$ cat src/rtl/hash_target_check_if.sv
// ---------------------------------------------------------------------------
// hash_target_check_if
// Bundles the hash-input handshake and the verdict/status outputs of
// hash_target_check.
//   master : the miner/consumer side (drives hash_in, hash_valid, nonce_in,
//            nbits, result_ready; observes everything else)
//   slave  : the checker block itself
// Signals:
//   hash_in[255:0]   raw double-SHA256 digest, digest byte 0 in [255:248]
//   hash_valid       hash_in/nonce_in/nbits valid this cycle
//   hash_ready       checker can accept a hash
//   nonce_in[31:0]   nonce that produced hash_in
//   nbits[31:0]      compact target in numeric order
//   result_valid     verdict available
//   result_ready     consumer takes the verdict
//   meets_target     1 when hash <= target
//   invalid_nbits    captured nbits was unusable
//   found            sticky: some accepted hash met its target
//   found_nonce      nonce of the first passing hash
//   hash_count       number of hashes accepted (wraps)
// ---------------------------------------------------------------------------
interface hash_target_check_if #(
    parameter int COUNT_W = 32
);
    logic [255:0]       hash_in;
    logic               hash_valid;
    logic               hash_ready;
    logic [31:0]        nonce_in;
    logic [31:0]        nbits;
    logic               result_valid;
    logic               result_ready;
    logic               meets_target;
    logic               invalid_nbits;
    logic               found;
    logic [31:0]        found_nonce;
    logic [COUNT_W-1:0] hash_count;

    modport master (
        output hash_in, hash_valid, nonce_in, nbits, result_ready,
        input  hash_ready, result_valid, meets_target, invalid_nbits,
               found, found_nonce, hash_count
    );

    modport slave (
        input  hash_in, hash_valid, nonce_in, nbits, result_ready,
        output hash_ready, result_valid, meets_target, invalid_nbits,
               found, found_nonce, hash_count
    );
endinterface

$ cat src/rtl/hash_target_check.sv
// ---------------------------------------------------------------------------
// hash_target_check
// Decides whether a miner's double-SHA256 result satisfies the compact
// (nbits) difficulty target.  One hash is in flight at a time:
//   IDLE    : hash_ready=1, waits for hash_valid; captures hash/nonce/nbits
//   EXPAND  : one cycle, turns nbits into a 256-bit target and flags
//             unusable encodings
//   COMPARE : four cycles, one 64-bit limb per cycle from MSB to LSB; the
//             first unequal limb decides, equal limbs leave it open
//   DONE    : publishes the verdict and holds it until result_ready
// Verdict latency is fixed: accept at edge N gives result_valid after N+6.
// Ports:
//   clk  - single clock, rising edge
//   rst  - asynchronous, active-low reset
//   bus  - hash_target_check_if.slave (handshakes, verdict, status)
// COUNT_W must match the COUNT_W of the connected interface instance.
// ---------------------------------------------------------------------------
module hash_target_check #(
    parameter int COUNT_W = 32
) (
    input  logic                  clk,
    input  logic                  rst,
    hash_target_check_if.slave    bus
);

    typedef enum logic [1:0] {
        IDLE    = 2'd0,
        EXPAND  = 2'd1,
        COMPARE = 2'd2,
        DONE    = 2'd3
    } state_t;

    // The digest arrives as a byte string; numeric comparison treats the
    // last digest byte as the most significant one.
    function automatic logic [255:0] byte_reverse(input logic [255:0] d);
        logic [255:0] r;
        r = 256'd0;
        for (int i = 0; i < 32; i++) begin
            r[8*i +: 8] = d[255-8*i -: 8];
        end
        return r;
    endfunction

    state_t             r_state;
    state_t             w_state_next;

    logic [255:0]       r_hash;         // numeric H (already byte-reversed)
    logic [31:0]        r_nonce;
    logic [31:0]        r_nbits;
    logic [COUNT_W-1:0] r_count;

    logic [255:0]       r_target;
    logic               r_bad_nbits;
    logic [1:0]         r_limb_idx;     // limb being compared, 3 = MSB limb
    logic               r_decided;      // an unequal limb has been seen
    logic               r_below;        // H < T at the deciding limb

    logic               r_hash_ready;
    logic               r_result_valid;
    logic               r_meets;
    logic               r_invalid;
    logic               r_found;
    logic [31:0]        r_found_nonce;

    logic               w_accept;
    logic [7:0]         w_exp;
    logic [23:0]        w_mant;
    logic [255:0]       w_mant_ext;
    logic [10:0]        w_shift;
    logic [255:0]       w_target;
    logic               w_bad;
    logic [63:0]        w_h_limb;
    logic [63:0]        w_t_limb;
    logic               w_verdict;

    // hash_ready only ever asserts in IDLE, so this is the accept condition.
    assign w_accept   = bus.hash_valid && (r_state == IDLE);

    assign w_exp      = r_nbits[31:24];
    assign w_mant     = r_nbits[23:0];
    assign w_mant_ext = {232'd0, w_mant};

    // Sign bit set, zero mantissa or an exponent past the 256-bit range
    // make the target meaningless.
    assign w_bad      = r_nbits[23] || (w_mant == 24'd0) || (w_exp > 8'd32);

    assign w_h_limb   = r_hash[{r_limb_idx, 6'd0} +: 64];
    assign w_t_limb   = r_target[{r_limb_idx, 6'd0} +: 64];

    // All limbs equal means H == T, which passes; a bad nbits never passes.
    assign w_verdict  = !r_bad_nbits && (!r_decided || r_below);

    // Target expansion: mantissa shifted by whole bytes around exponent 3.
    // Shifts of 256 bits or more yield zero, which drops overflowing bits.
    always_comb begin
        w_shift  = 11'd0;
        w_target = 256'd0;
        if (w_exp >= 8'd3) begin
            w_shift  = ({3'b000, w_exp} - 11'd3) << 3;
            w_target = w_mant_ext << w_shift;
        end else begin
            w_shift  = (11'd3 - {3'b000, w_exp}) << 3;
            w_target = w_mant_ext >> w_shift;
        end
    end

    // FSM state register.
    always_ff @(posedge clk or negedge rst) begin
        if (!rst) begin
            r_state <= IDLE;
        end else begin
            r_state <= w_state_next;
        end
    end

    // FSM next-state logic.
    always_comb begin
        w_state_next = r_state;
        case (r_state)
            IDLE: begin
                if (w_accept) begin
                    w_state_next = EXPAND;
                end else begin
                    w_state_next = IDLE;
                end
            end
            EXPAND: begin
                w_state_next = COMPARE;
            end
            COMPARE: begin
                if (r_limb_idx == 2'd0) begin
                    w_state_next = DONE;
                end else begin
                    w_state_next = COMPARE;
                end
            end
            DONE: begin
                if (r_result_valid && bus.result_ready) begin
                    w_state_next = IDLE;
                end else begin
                    w_state_next = DONE;
                end
            end
            default: begin
                w_state_next = IDLE;
            end
        endcase
    end

    // hash_ready registered from the next state so it tracks IDLE exactly.
    always_ff @(posedge clk or negedge rst) begin
        if (!rst) begin
            r_hash_ready <= 1'b1;
        end else begin
            r_hash_ready <= (w_state_next == IDLE);
        end
    end

    // Input capture and accepted-hash counter (wraps naturally).
    always_ff @(posedge clk or negedge rst) begin
        if (!rst) begin
            r_hash  <= 256'd0;
            r_nonce <= 32'd0;
            r_nbits <= 32'd0;
            r_count <= {COUNT_W{1'b0}};
        end else if (w_accept) begin
            r_hash  <= byte_reverse(bus.hash_in);
            r_nonce <= bus.nonce_in;
            r_nbits <= bus.nbits;
            r_count <= r_count + {{(COUNT_W-1){1'b0}}, 1'b1};
        end
    end

    // Target expansion register and the limb-serial compare.
    always_ff @(posedge clk or negedge rst) begin
        if (!rst) begin
            r_target    <= 256'd0;
            r_bad_nbits <= 1'b0;
            r_limb_idx  <= 2'd3;
            r_decided   <= 1'b0;
            r_below     <= 1'b0;
        end else begin
            case (r_state)
                EXPAND: begin
                    r_target    <= w_target;
                    r_bad_nbits <= w_bad;
                    r_limb_idx  <= 2'd3;
                    r_decided   <= 1'b0;
                    r_below     <= 1'b0;
                end
                COMPARE: begin
                    r_limb_idx <= r_limb_idx - 2'd1;
                    // Once decided, lower limbs are walked but ignored so the
                    // latency never depends on the data.
                    if (!r_decided && (w_h_limb != w_t_limb)) begin
                        r_decided <= 1'b1;
                        r_below   <= (w_h_limb < w_t_limb);
                    end
                end
                default: begin
                    r_limb_idx <= r_limb_idx;
                end
            endcase
        end
    end

    // Verdict publication on the first DONE cycle, sticky found tracking,
    // and result handshake.
    always_ff @(posedge clk or negedge rst) begin
        if (!rst) begin
            r_result_valid <= 1'b0;
            r_meets        <= 1'b0;
            r_invalid      <= 1'b0;
            r_found        <= 1'b0;
            r_found_nonce  <= 32'd0;
        end else if ((r_state == DONE) && !r_result_valid) begin
            r_result_valid <= 1'b1;
            r_meets        <= w_verdict;
            r_invalid      <= r_bad_nbits;
            // Only the first passing nonce is remembered.
            if (w_verdict && !r_found) begin
                r_found       <= 1'b1;
                r_found_nonce <= r_nonce;
            end
        end else if (r_result_valid && bus.result_ready) begin
            r_result_valid <= 1'b0;
        end
    end

    assign bus.hash_ready    = r_hash_ready;
    assign bus.result_valid  = r_result_valid;
    assign bus.meets_target  = r_meets;
    assign bus.invalid_nbits = r_invalid;
    assign bus.found         = r_found;
    assign bus.found_nonce   = r_found_nonce;
    assign bus.hash_count    = r_count;

endmodule

$ cat src/flat_wrapper.sv
// flat-port wrapper written by rule: the top's interface ports become plain ports
module hash_target_check_flat 
#(
    parameter int COUNT_W = 32
)
  (clk, rst, bus_hash_in, bus_hash_valid, bus_nonce_in, bus_nbits, bus_result_ready, bus_hash_ready, bus_result_valid, bus_meets_target, bus_invalid_nbits, bus_found, bus_found_nonce, bus_hash_count);
  hash_target_check_if #(.COUNT_W(COUNT_W)) bus_i ();
  input  logic clk;
  input  logic rst;
  input wire logic [$bits(bus_i.hash_in)-1:0] bus_hash_in;
  input wire logic [$bits(bus_i.hash_valid)-1:0] bus_hash_valid;
  input wire logic [$bits(bus_i.nonce_in)-1:0] bus_nonce_in;
  input wire logic [$bits(bus_i.nbits)-1:0] bus_nbits;
  input wire logic [$bits(bus_i.result_ready)-1:0] bus_result_ready;
  output wire logic [$bits(bus_i.hash_ready)-1:0] bus_hash_ready;
  output wire logic [$bits(bus_i.result_valid)-1:0] bus_result_valid;
  output wire logic [$bits(bus_i.meets_target)-1:0] bus_meets_target;
  output wire logic [$bits(bus_i.invalid_nbits)-1:0] bus_invalid_nbits;
  output wire logic [$bits(bus_i.found)-1:0] bus_found;
  output wire logic [$bits(bus_i.found_nonce)-1:0] bus_found_nonce;
  output wire logic [$bits(bus_i.hash_count)-1:0] bus_hash_count;
  assign bus_i.hash_in = bus_hash_in;
  assign bus_i.hash_valid = bus_hash_valid;
  assign bus_i.nonce_in = bus_nonce_in;
  assign bus_i.nbits = bus_nbits;
  assign bus_i.result_ready = bus_result_ready;
  assign bus_hash_ready = bus_i.hash_ready;
  assign bus_result_valid = bus_i.result_valid;
  assign bus_meets_target = bus_i.meets_target;
  assign bus_invalid_nbits = bus_i.invalid_nbits;
  assign bus_found = bus_i.found;
  assign bus_found_nonce = bus_i.found_nonce;
  assign bus_hash_count = bus_i.hash_count;
  hash_target_check #(.COUNT_W(COUNT_W)) u_core (.clk(clk), .rst(rst), .bus(bus_i));
endmodule
$ cat config.mk
export PLATFORM = sky130hd
export DESIGN_NAME = hash_target_check_flat
export DESIGN_NICKNAME = d
export VERILOG_FILES = /design/src/rtl/hash_target_check_if.sv /design/src/rtl/hash_target_check.sv /design/src/flat_wrapper.sv
export SDC_FILE = /design/constraint.sdc
export NUM_CORES = 1
export LEC_CHECK = 0
export CAP_MARGIN = 10
export CORE_AREA = 3 3 266 399
export DETAILED_ROUTE_END_ITERATION = 6
export DIE_AREA = 0 0 269 402
export PLACE_DENSITY = 0.57
export SETUP_SLACK_MARGIN = 0.1
export SYNTH_ARGS = -nofsm -noshare
export SYNTH_HDL_FRONTEND = slang
export SYNTH_SLANG_ARGS = --single-unit
$ cat constraint.sdc
create_clock -name clk -period 3.85 [get_ports clk]
set_input_delay 0.5775 -clock clk [delete_from_list [all_inputs] [get_ports clk]]
set_output_delay 0.5775 -clock clk [all_outputs]
set_load 0.01 [all_outputs]
After elaboration in Yosys (flattened, before gate mapping):

Cells that the tools add are included.

* output and inout bits: 69
* input bits: 324
* word-level logic and storage cells: 65
* bits in registers: 652

* magnitude comparators: 3
* add/subtract/negate cells: 4
* equal/unequal tests: 5
* reductions and logical operators: 21
* mux-type cells: 12
* shift-type cells: 4

Operators with widths (number)
* $shiftx A256 B9 Y64: 2
* $mux W256: 1
* $shl A24 B11 Y256: 1
* $shr A24 B11 Y256: 1
* $lt A64 B64 Y1: 1
* $ne A64 B64 Y1: 1
* $add A32 B1 Y32 const B: 1
* $logic_not A24 Y1: 1
* $ge A8 B2 Y1 const B: 1
* $gt A8 B6 Y1 const B: 1
* $pmux W2 S4: 1
* $sub A2 B8 Y8 const A: 1
* $sub A8 B2 Y8 const B: 1
* $logic_and A1 B1 Y1: 6
* $logic_not A2 Y1: 3
* $mux W1: 6
* $eq A2 B2 Y1 const B: 2
* $logic_not A1 Y1: 4
* $pmux W1 S2: 2
* $pmux W2 S2: 1
* $reduce_and A2 Y1: 2
* $reduce_bool A2 Y1: 2
* $logic_or A1 B1 Y1: 3
* $eq A2 B1 Y1 const B: 1
* other kinds (3): 3

Longest topological paths before layout:

Gate-level depths: netlist of the first run.

* depth in word-level cells: 5
* depth in mapped cells: 12

Worst setup path before layout of the first run:

Ideal clock, no wire load.

* kind: reg2reg
* from: reg u_core.r_limb_idx[0]
* to: reg u_core.r_below
* setup time: 122 ps
* data arrival time: 3561 ps
* buffers on the path: 3
* required time: 3728 ps
* slack: 168 ps
* clock period less this slack: 3682 ps
* stages on the path, launching flop included: 11
* cells stage by stage: dfstp_2 clkbuf_1 clkbuf_1 buf_1 mux4_2 ha_1 nand4_1 or4_1 o311ai_0 a21oi_1 a32o_1

* cells in the longest elaborated chain, start to end: 5
* elaborated cells on any way between the ends: 9
* classes of those cells: order compare (1); eq/ne (2); shift (2); mux (2); reduce/logical (2)

Ends and longest elaborated chain
* from (decl): RTL line hash_target_check.sv:54 `logic [1:0] r_limb_idx;`
* from (signal assigned): RTL line hash_target_check.sv:192 `r_limb_idx <= r_limb_idx - 2'd1;`
* from (signal assigned): RTL line hash_target_check.sv:201 `r_limb_idx <= r_limb_idx;`
* parallel branches: the longest is 5 deep, another holds $lt A64 B64 Y1
* to (signal assigned): RTL line hash_target_check.sv:197 `r_below <= (w_h_limb < w_t_limb);`
* to (decl): RTL line hash_target_check.sv:56 `logic r_below;`

Several ways; the timed one is not identified. The select of a mux whose other input is x is not followed.
A chain may end at the register's enable or synchronous reset.

Final worst setup path of the first run:

* from: reg u_core.r_limb_idx[1]
* to: reg u_core.r_below

The elaborated chain is that of the path after synthesis.

==> results.json, run 1 <==
{
  "status": "finished, violations left",
  "violations": "design-rule violations",
  "antenna_found_initial": 10,
  "drv_cap": 0,
  "clock_latency_ps": 660,
  "core_area_sq_mm": 0.103,
  "path_class": "reg -> reg",
  "vias": 24100,
  "hp-class": "in -> reg",
  "postRouteAntennaNets": 0,
  "power_mw": 30.3,
  "rows": 144,
  "setup_viol": 0,
  "drc_errors": 1,
  "setup_tns_ps": 0,
  "clkTransAtPathRegs_ps": 60,
  "synth_cell_types": 69,
  "grt_overflow": 0,
  "layout.nets": 3732,
  "synth_ff_type": "dfrtp_1",
  "wl_per_cell_microns": 21.9,
  "rsz0062_at_grt": "false",
  "grtUsageTotal": 0.193,
  "syn-instance-count": 2953,
  "fmax_ghz": 0.280,
  "routed_wl_microns": 105000,
  "start_util": 0.299,
  "dr.pass1.iters": 7,
  "die_h_microns": 402,
  "cts_tree": "built",
  "p_leak_nw": 17.8,
  "min_period_over_period": 0.928,
  "slew_violations": 0,
  "critPathArrivalTime_ps": 4150,
  "tightestPinTransition_ps": 1150,
  "grt_pass1_wl_microns": 159000,
  "max-clock-path-buffers": 3,
  "clock_sinks": 652,
  "fp.dieW_microns": 269,
  "fin_skew_ps": 26.4,
  "ys_seq_elements": 652,
  "max_slew_margin": 0.237,
  "timing.reg2reg.setup_slack_ps": 280,
  "post-dp-hpwl_microns": 74300,
  "fin_crit_ps": 3570,
  "yosysWarningCount": 0,
  "port_buffers": 392,
  "cts_max_level": 3,
  "io_pins": 393,
  "grt_pass1_vias": 25200,
  "finalWeightedCongestion": 0.877,
  "crit_path_end_kind": "flip-flop",
  "synth_edf_count": 0,
  "synth_seq_area_share": 0.531,
  "synth_nets": 3352,
  "synth_area_sq_mm": 0.0308,
  "viasPerCell": 5.04,
  "drive_above_1_share": 0.125,
  "grt_max_degree": 233,
  "required_ps": 4420,
  "powerDensity_mw_per_mm2": 772,
  "cts_root_buffer": "clkbuf_16",
  "crit_path_start_kind": "flip-flop",
  "syn_to_final_growth_pct": 27.8,
  "die_area_sq_mm": 0.108,
  "async_reset_ff_frac": 1.00,
  "crit_path_max_fanout": 37,
  "cts_buffers": 71,
  "finalHoldViolations": 0,
  "ir_drop_v": 0.000481,
  "drtIter0Drc": 1748,
  "syn_area_per_cell_sq_um": 10.4
}
==> logic make-up after synthesis <==
group,Yosys count,share of synthesized area
buf+inv,291,0.0372
xor+xnor,35,0.00997
flops,652,0.531
fa+ha+maj,75,0.0305
mux,170,0.109
simple gates,1292,0.171
compound gates,438,0.112
==> through the flow <==
| stage | setup WS [ps] | utilization | cells | instance area, sq um | hold WS, ps |
|---|---|---|---|---|---|
| 2_1_floorplan | 168 | - | 2953 | 30800 | 282 |
| 3_3_place_gp | 242 | 0.356 | 4640 | 36700 | 452 |
| 3_5_place_dp | 102 | 0.356 | 4640 | 36700 | 458 |
| 4_1_cts | 103 | 0.381 | 4767 | 39100 | 398 |
| 5_1_grt | 114 | 0.382 | 4776 | 39300 | 436 |
| 6_report | 276 | 0.382 | 4778 | 39300 | 449 |
==> final timing paths <==
check                                        endpoint  cells past startpoint                 start
setup / recovery                       u_core.r_below                     10  u_core.r_limb_idx[1]
hold / removal                      u_core.r_hash[83]                      3      bus_hash_in[171]
max in group asynchronous  u_core.bus.found_nonce[19]                      4                   rst
hold reg to reg                    u_core.r_nonce[26]                      2    u_core.r_nonce[26]
min in group asynchronous           u_core.r_nbits[0]                      2                   rst
setup reg to reg                       u_core.r_below                     10  u_core.r_limb_idx[1]
==> report_power, final <==
part	internal [mW]	switching (mW)
logic	4.86	7.17
clock network	4.28	3.03
registers	9.07	1.93
total	18.2	12.1
==> cell type report <==
type	instances	area (sq um)
Clock inverter	35	473
Tap cell	1387	1740
Timing Repair Buffer	499	5040
Inverter	99	377
Fill cell	10200	63600
Clock buffer	91	1980
Multi-Input combinational cell	2010	13300
Sequential cell	652	16300
Antenna cell	5	12.5
==> registers in the layout (all words and copies together), names as in the netlist, 2 cells and up <==
register / flops
u_core.bus.found_nonce: 32
u_core.bus.hash_count: 32
u_core.r_hash: 256
u_core.r_limb_idx: 2
u_core.r_nbits: 32
u_core.r_nonce: 32
u_core.r_state: 2
u_core.r_target: 256
==> timing repair <==
action,in CTS,in global routing
gates resized for setup,2,11
setup endpoints to repair,1,2
hold endpoints to repair,56,0
hold buffers,1,0
setup buffers,0,4
cloned,0,2
==> Yosys cell counts, drive strengths merged (5+ instances only) <==
| master | count | share of area |
|---|---|---|
| nand3 | 50 | 0.0081 |
| a21oi | 29 | 0.0047 |
| o21ai | 72 | 0.012 |
| mux4 | 128 | 0.094 |
| mux2 | 34 | 0.013 |
| o211ai | 16 | 0.0039 |
| a221o | 16 | 0.0052 |
| mux2i | 8 | 0.0026 |
| dfrtp | 649 | 0.53 |
| nor2 | 73 | 0.0089 |
| o221ai | 41 | 0.012 |
| inv | 98 | 0.012 |
| nor2b | 18 | 0.0037 |
| a21o | 10 | 0.0024 |
| ha | 75 | 0.031 |
| nor3 | 18 | 0.0034 |
| o21a | 9 | 0.0022 |
| buf | 39 | 0.0064 |
| o2bb2ai | 185 | 0.053 |
| nand2 | 1064 | 0.13 |
| nand4 | 30 | 0.0061 |
| and3 | 8 | 0.0016 |
| a211oi | 12 | 0.0042 |
| a41oi | 8 | 0.0023 |
| xor2 | 11 | 0.0031 |
| xnor2 | 24 | 0.0068 |
| and4 | 6 | 0.0017 |
| clkbuf | 153 | 0.019 |
| nor4 | 5 | 0.0020 |
| a31oi | 12 | 0.0024 |
| a21boi | 10 | 0.0024 |
==> worst max-delay path, stage by stage (launching register included) <==
cell and delay, ps:
dfstp_4 780, buf_12 280, mux4_2 350, ha_1 340
a2111oi_1 440, o221ai_1 270, a221oi_2 370, buf_4 180
o22ai_1 90, nor3_2 200, a32o_1 170
==> placed cells by master (no fill, tap or decap), types with 8 or more instances in the layout <==
master	count
and3_1	8
mux2_2	33
buf_12	16
clkbuf_8	9
ha_1	75
inv_1	97
a21oi_1	29
o2bb2ai_1	185
mux2i_1	8
o221ai_1	41
nor2b_1	18
xnor2_1	24
clkdlybuf4s50_1	391
nor3_1	13
a21o_1	10
nand2_1	1062
clkinv_2	16
dfrtp_1	648
clkbuf_16	75
bufinv_16	9
a221o_1	16
clkbuf_1	9
o211ai_1	16
xor2_1	11
nor2_1	72
a211oi_2	8
o21a_1	9
a21boi_0	10
o21ai_0	71
mux4_2	128
a41oi_1	8
buf_4	83
nand3_1	50
nand4_1	30
a31oi_1	12
==> per-layer routing <==
metal	GRT usage	part of all wire	up-vias
met5	0	0.00062	-
met4	0.0869	0.045	10
met3	0.0339	0.050	211
met2	0.328	0.51	732
met1	0.237	0.40	12100
li1	-	-	11000
Power figures use the tool's default switching activity.
==> inputs of run 2 (changes only) <==
--- a/config.mk
+++ b/config.mk
@@ -6,11 +6,12 @@
 export NUM_CORES = 1
 export LEC_CHECK = 0
 export CAP_MARGIN = 10
-export CORE_AREA = 3 3 266 399
+export CORE_AREA = 2 2 265 398
 export DETAILED_ROUTE_END_ITERATION = 6
-export DIE_AREA = 0 0 269 402
+export DIE_AREA = 0 0 267 400
 export PLACE_DENSITY = 0.57
 export SETUP_SLACK_MARGIN = 0.1
+export SLEW_MARGIN = 0
 export SYNTH_ARGS = -nofsm -noshare
 export SYNTH_HDL_FRONTEND = slang
 export SYNTH_SLANG_ARGS = --single-unit
==> run 2 against run 1 <==
Net effect: the run now ends clean; count of clock-buffer cells in the layout is 5 higher; sequential power hardly changed; sequential share of layout area is 0.11 points higher; combinational power hardly changed; hold slack worse by 1.4 ps.
==> results.json, run 2 (same netlist as run 1, synthesis figures left out) <==
{
  "fin_crit_ps": 3620,
  "post-dp-hpwl_microns": 71900,
  "p_sw_mw": 11.8,
  "cp_cell_sequence": "buf_12 -> mux4_2 -> ha_1 -> nand4_1 -> nor2_1 -> nand3_1 -> o311ai_1 -> a21oi_1 -> a32o_1",
  "final_cell_mix": "nand2_1, dfrtp_1, clkdlybuf4s50_1",
  "crit_path_max_fanout": 38,
  "largestRegisters": "u_core.r_hash: 256 flops, u_core.r_target: 256 flops",
  "cts_root_buffer": "clkbuf_16",
  "cpPeakStageDelay_ps": 710,
  "powerDensity_mw_per_mm2": 763,
  "clock_latency_ps": 670,
  "layout_commonest_cell": "nand2_1",
  "cts_max_level": 3,
  "path_class": "reg -> reg",
  "fp.dieW_microns": 267,
  "fmax_ghz": 0.276,
  "fin_skew_ps": 50.2,
  "port_buffers": 392,
  "crit_path_start_kind": "flip-flop",
  "drc_errors": 0,
  "vias": 23700,
  "die_h_microns": 400,
  "grtUsageTotal": 0.191,
  "tightestPinTransition_ps": 1100,
  "ir_drop_v": 0.000583,
  "clock_sinks": 652,
  "status": "finished clean",
  "slowest_stage": "dfstp_4",
  "antenna_found_initial": 14,
  "grt_pass1_vias": 24700,
  "slew_violations": 0,
  "placed_cells": 4648,
  "start_util": 0.297,
  "grt_max_degree": 233,
  "timing.reg2reg.setup_slack_ps": 230,
  "finalHoldViolations": 0,
  "setup_viol": 0,
  "utilization": 0.378,
  "clkPwrFrac": 0.240,
  "drtIter0Drc": 1602,
  "stdcell_count": 4783,
  "hp-class": "in -> reg",
  "n_fill_cell": 10200,
  "drive_above_1_share": 0.122,
  "io_pins": 393,
  "finalWeightedCongestion": 0.878,
  "p_comb_frac": 0.395,
  "grt_overflow": 0,
  "cts_buffers": 70,
  "swShare": 0.395,
  "critPathArrivalTime_ps": 4160,
  "routed_wl_microns": 101000,
  "setup_tns_ps": 0,
  "die_area_sq_mm": 0.107,
  "crit_path_end_kind": "flip-flop",
  "dpl_worst_slack_ps": -105,
  "rows": 145,
  "cts_tree": "built",
  "fin_ws_ps": 228,
  "clkTransAtPathRegs_ps": 60,
  "drv_cap": 0,
  "postRouteAntennaNets": 0,
  "internal-power_mw": 18.1,
  "core_area_sq_mm": 0.104,
  "grt_pass1_wl_microns": 154000,
  "rsz0062_at_grt": "false",
  "max_slew_margin": 0.269,
  "p_seq_frac": 0.365,
  "dr.pass1.iters": 6,
  "min_period_over_period": 0.941,
  "viasPerCell": 4.96,
  "max-clock-path-buffers": 3,
  "layout.nets": 3724,
  "syn_to_final_growth_pct": 27.4,
  "p_leak_nw": 17.8,
  "required_ps": 4380,
  "wl_per_cell_microns": 21.2
}
==> run 2: changes by cell type in the layout (fill, tap and decap cells not counted), sizes merged <==
cell and change:
buf -5, bufinv -2, clkbuf +3, clkinv -1, clkinvlp +2, inv -1
==> run 2: worst max-delay path: cells and delay by family (launching register included) <==
kind,cells,cell delay (ps)
AOI/OAI and AO/OA,3,740
muxes,1,560
adders and majority gates,1,330
and+or+nand+nor,3,790
buffers and inverters,1,300
DFF,1,710
==> run 2: worst paths after layout <==
| check | from | endpoint | cells after the start |
|---|---|---|---|
| min in group asynchronous | rst | u_core.r_nbits[2] | 2 |
| max | u_core.r_limb_idx[0] | u_core.r_below | 9 |
| min | bus_hash_in[234] | u_core.r_hash[18] | 3 |
| min reg2reg | u_core.r_hash[232] | u_core.r_hash[232] | 2 |
| max reg2reg | u_core.r_limb_idx[0] | u_core.r_below | 9 |
| max in group asynchronous | rst | u_core.r_target[207] | 3 |
==> run 2: layout make-up <==
class                      instances  area (sq um)  share of cell area
timing repair buffer             492          4970               0.127
clock buffer                      96          2010              0.0513
multi-input combinational       2010         13300               0.340
tap                             1396          1750              0.0446
clock inverter                    33           429              0.0110
antenna                            5          12.5            0.000319
sequential                       652         16300               0.417
inverter                          99           377             0.00961
==> run 2: routing by layer <==
layer | part of all wire | vias up | GRT usage
met4 | 0.040 | 16 | 0.0799
met1 | 0.39 | 11900 | 0.228
met5 | 0.00096 | - | 0
met2 | 0.51 | 679 | 0.337
li1 | - | 11000 | -
met3 | 0.052 | 202 | 0.0326
==> run 2: power groups by stage <==
stage / combinational [mW] / sequential [mW] / clock (mW)
floorplan: 7.82 / 10.1 / 0
global placement: 11.7 / 11.0 / 0
detailed placement: 11.9 / 11.0 / 0
CTS: 11.9 / 10.9 / 7.39
global route: 13.1 / 11.1 / 7.63
finish: 11.8 / 10.9 / 7.19
==> run 2: timing repair <==
item / 4_1_cts / 5_1_grt
endpoints found under the setup margin: 2 / 2
hold endpoints to repair: 4 / 0
resized for setup: 2 / 5
setup buffers: 0 / 0
hold buffers: 1 / 0
==> run 2: per-stage QoR <==
step | total power [mW] | cell area [sq um] | hold slack (ps)
finish | 29.9 | 39200 | 448
global route | 31.9 | 39200 | 441
CTS | 30.2 | 39200 | 407
detailed placement | 22.9 | 36700 | 458
global placement | 22.7 | 36700 | 452
floorplan | 17.9 | 30800 | 282
==> inputs of run 3 (changes only) <==
--- a/config.mk
+++ b/config.mk
@@ -6,10 +6,12 @@
 export NUM_CORES = 1
 export LEC_CHECK = 0
 export CAP_MARGIN = 10
+export CELL_PAD_IN_SITES_DETAIL_PLACEMENT = 0
+export CELL_PAD_IN_SITES_GLOBAL_PLACEMENT = 2
 export CORE_AREA = 2 2 265 398
 export DETAILED_ROUTE_END_ITERATION = 6
 export DIE_AREA = 0 0 267 400
-export PLACE_DENSITY = 0.57
+export PLACE_DENSITY = 0.78
 export SETUP_SLACK_MARGIN = 0.1
 export SLEW_MARGIN = 0
 export SYNTH_ARGS = -nofsm -noshare
==> run 3 against run 2 <==
Net effect: first-iteration DRC count shrank 0.19%; hold slack improved by 4.8 ps; sequential power hardly changed; utilization hardly changed; global-route usage rose by 0.61 points; non-clock buffer count up 4; routed wire length is 2.9% higher; largest power group unchanged.
==> results.json, run 3 (same netlist as run 1, synthesis figures left out) <==
{
  "antenna_found_initial": 6,
  "syn_to_final_growth_pct": 27.3,
  "post-dp-hpwl_microns": 74600,
  "dpl_worst_slack_ps": 209,
  "drv_cap": 0,
  "cts_max_level": 3,
  "port_buffers": 392,
  "rsz0062_at_grt": "false",
  "path_class": "reg -> reg",
  "post_cts_buffers": 0,
  "start_util": 0.297,
  "routed_wl_microns": 104000,
  "cpPeakStageDelay_ps": 680,
  "tightestPinTransition_ps": 1190,
  "critPathArrivalTime_ps": 4080,
  "postRouteAntennaNets": 0,
  "max_slew_margin": 0.207,
  "die_h_microns": 400,
  "drive_above_1_share": 0.120,
  "viasPerCell": 4.95,
  "dr.pass1.iters": 5,
  "crit_path_start_kind": "flip-flop",
  "ir_drop_v": 0.000497,
  "cts_buffers": 73,
  "fmax_ghz": 0.281,
  "clock_sinks": 652,
  "utilization": 0.378,
  "layout.nets": 3731,
  "grtUsageTotal": 0.197,
  "grt_overflow": 0,
  "cts_root_buffer": "clkbuf_16",
  "slowest_stage": "dfstp_4",
  "fin_skew_ps": 24.6,
  "power_mw": 30.2,
  "crit_path_max_fanout": 27,
  "slew_violations": 0,
  "layout_commonest_cell": "nand2_1",
  "die_area_sq_mm": 0.107,
  "status": "finished clean",
  "timing.reg2reg.setup_slack_ps": 300,
  "wl_per_cell_microns": 21.8,
  "clock_latency_ps": 650,
  "setup_viol": 0,
  "finalHoldViolations": 0,
  "cts_tree": "built",
  "crit_path_end_kind": "flip-flop",
  "setup_tns_ps": 0,
  "cp_cell_sequence": "buf_12 -> buf_4 -> mux4_2 -> inv_1 -> ha_1 -> nand4_1 -> or4_1 -> o311ai_1 -> a21oi_1 -> a32o_1",
  "largestRegisters": "u_core.r_hash: 256 flops, u_core.r_target: 256 flops",
  "vias": 23700,
  "hp-class": "in -> reg",
  "cp.buffers_inverters": 3,
  "core_area_sq_mm": 0.104,
  "rows": 145,
  "max-clock-path-buffers": 3,
  "required_ps": 4380,
  "fin_ws_ps": 297,
  "p_leak_nw": 17.8,
  "powerDensity_mw_per_mm2": 770,
  "clkTransAtPathRegs_ps": 70,
  "fp.dieW_microns": 267,
  "drtIter0Drc": 1599,
  "drc_errors": 0,
  "finalWeightedCongestion": 0.868,
  "min_period_over_period": 0.923,
  "io_pins": 393,
  "grt_pass1_wl_microns": 158000,
  "fin_crit_ps": 3550,
  "grt_pass1_vias": 24800,
  "path_delay_family": "simple AND/OR/NAND/NOR gates",
  "final_cell_mix": "nand2_1, dfrtp_1, clkdlybuf4s50_1",
  "grt_max_degree": 233
}
## run 3: cell types whose count changed in the layout (fill, tap and decap cells not counted), sizes merged
| cell | previous run | this run |
|---|---|---|
| bufinv | 7 | 6 |
| clkinv | 19 | 15 |
| buf | 100 | 104 |
| diode | 5 | 3 |
| clkbuf | 96 | 104 |
| clkinvlp | 6 | 3 |
| inv | 100 | 99 |
## run 3: path summary, 6_finish.rpt
kind,start,to,cells past startpoint
max,u_core.r_limb_idx[0],u_core.r_below,10
min,bus_hash_in[234],u_core.r_hash[18],3
max reg2reg,u_core.r_limb_idx[0],u_core.r_below,10
min reg2reg,u_core.r_nonce[16],u_core.r_nonce[16],2
max in group asynchronous,rst,u_core.r_hash[191],4
min in group asynchronous,rst,u_core.bus.found_nonce[17],2
## run 3: timing repair
action                     4_1_cts  5_1_grt
hold buffers                     1        0
setup endpoints to repair        0        2
resized for setup                0        3
hold endpoints to repair         9        0
## run 3: where the power goes
group / switching [mW] / internal [mW]
combinational: 7.12 / 4.83
sequential: 1.94 / 9.07
clock: 3.00 / 4.19
## run 3: tightest hold or removal path: stages
cell	delay, ps
clkdlybuf4s50_1	390
nand2_1	60
nand2_1	40
## run 3: stage by stage
| step | cells | hold WS [ps] | cell area [sq um] |
|---|---|---|---|
| 3_3_place_gp | 4652 | 452 | 36700 |
| 4_1_cts | 4781 | 400 | 39100 |
| 3_5_place_dp | 4652 | 459 | 36700 |
| 2_1_floorplan | 2953 | 282 | 30800 |
| 5_1_grt | 4783 | 424 | 39100 |
| 6_report | 4784 | 453 | 39100 |
## run 3: per-layer routing
metal | wire length [microns] | vias to the layer above | global-route usage
met1 | 42600 | 11900 | 0.241
met2 | 52800 | 609 | 0.343
met4 | 3820 | 6 | 0.0737
met5 | 41 | - | 0
li1 | - | 11000 | -
met3 | 4970 | 171 | 0.0361
## run 3: layout make-up
type	instances	area, sq um
Fill cell	10200	64500
Sequential cell	652	16300
Multi-Input combinational cell	2010	13300
Timing Repair Buffer	496	4950
Clock buffer	104	2090
Tap cell	1396	1750
Inverter	99	377
Clock inverter	24	329
Antenna cell	3	7.51
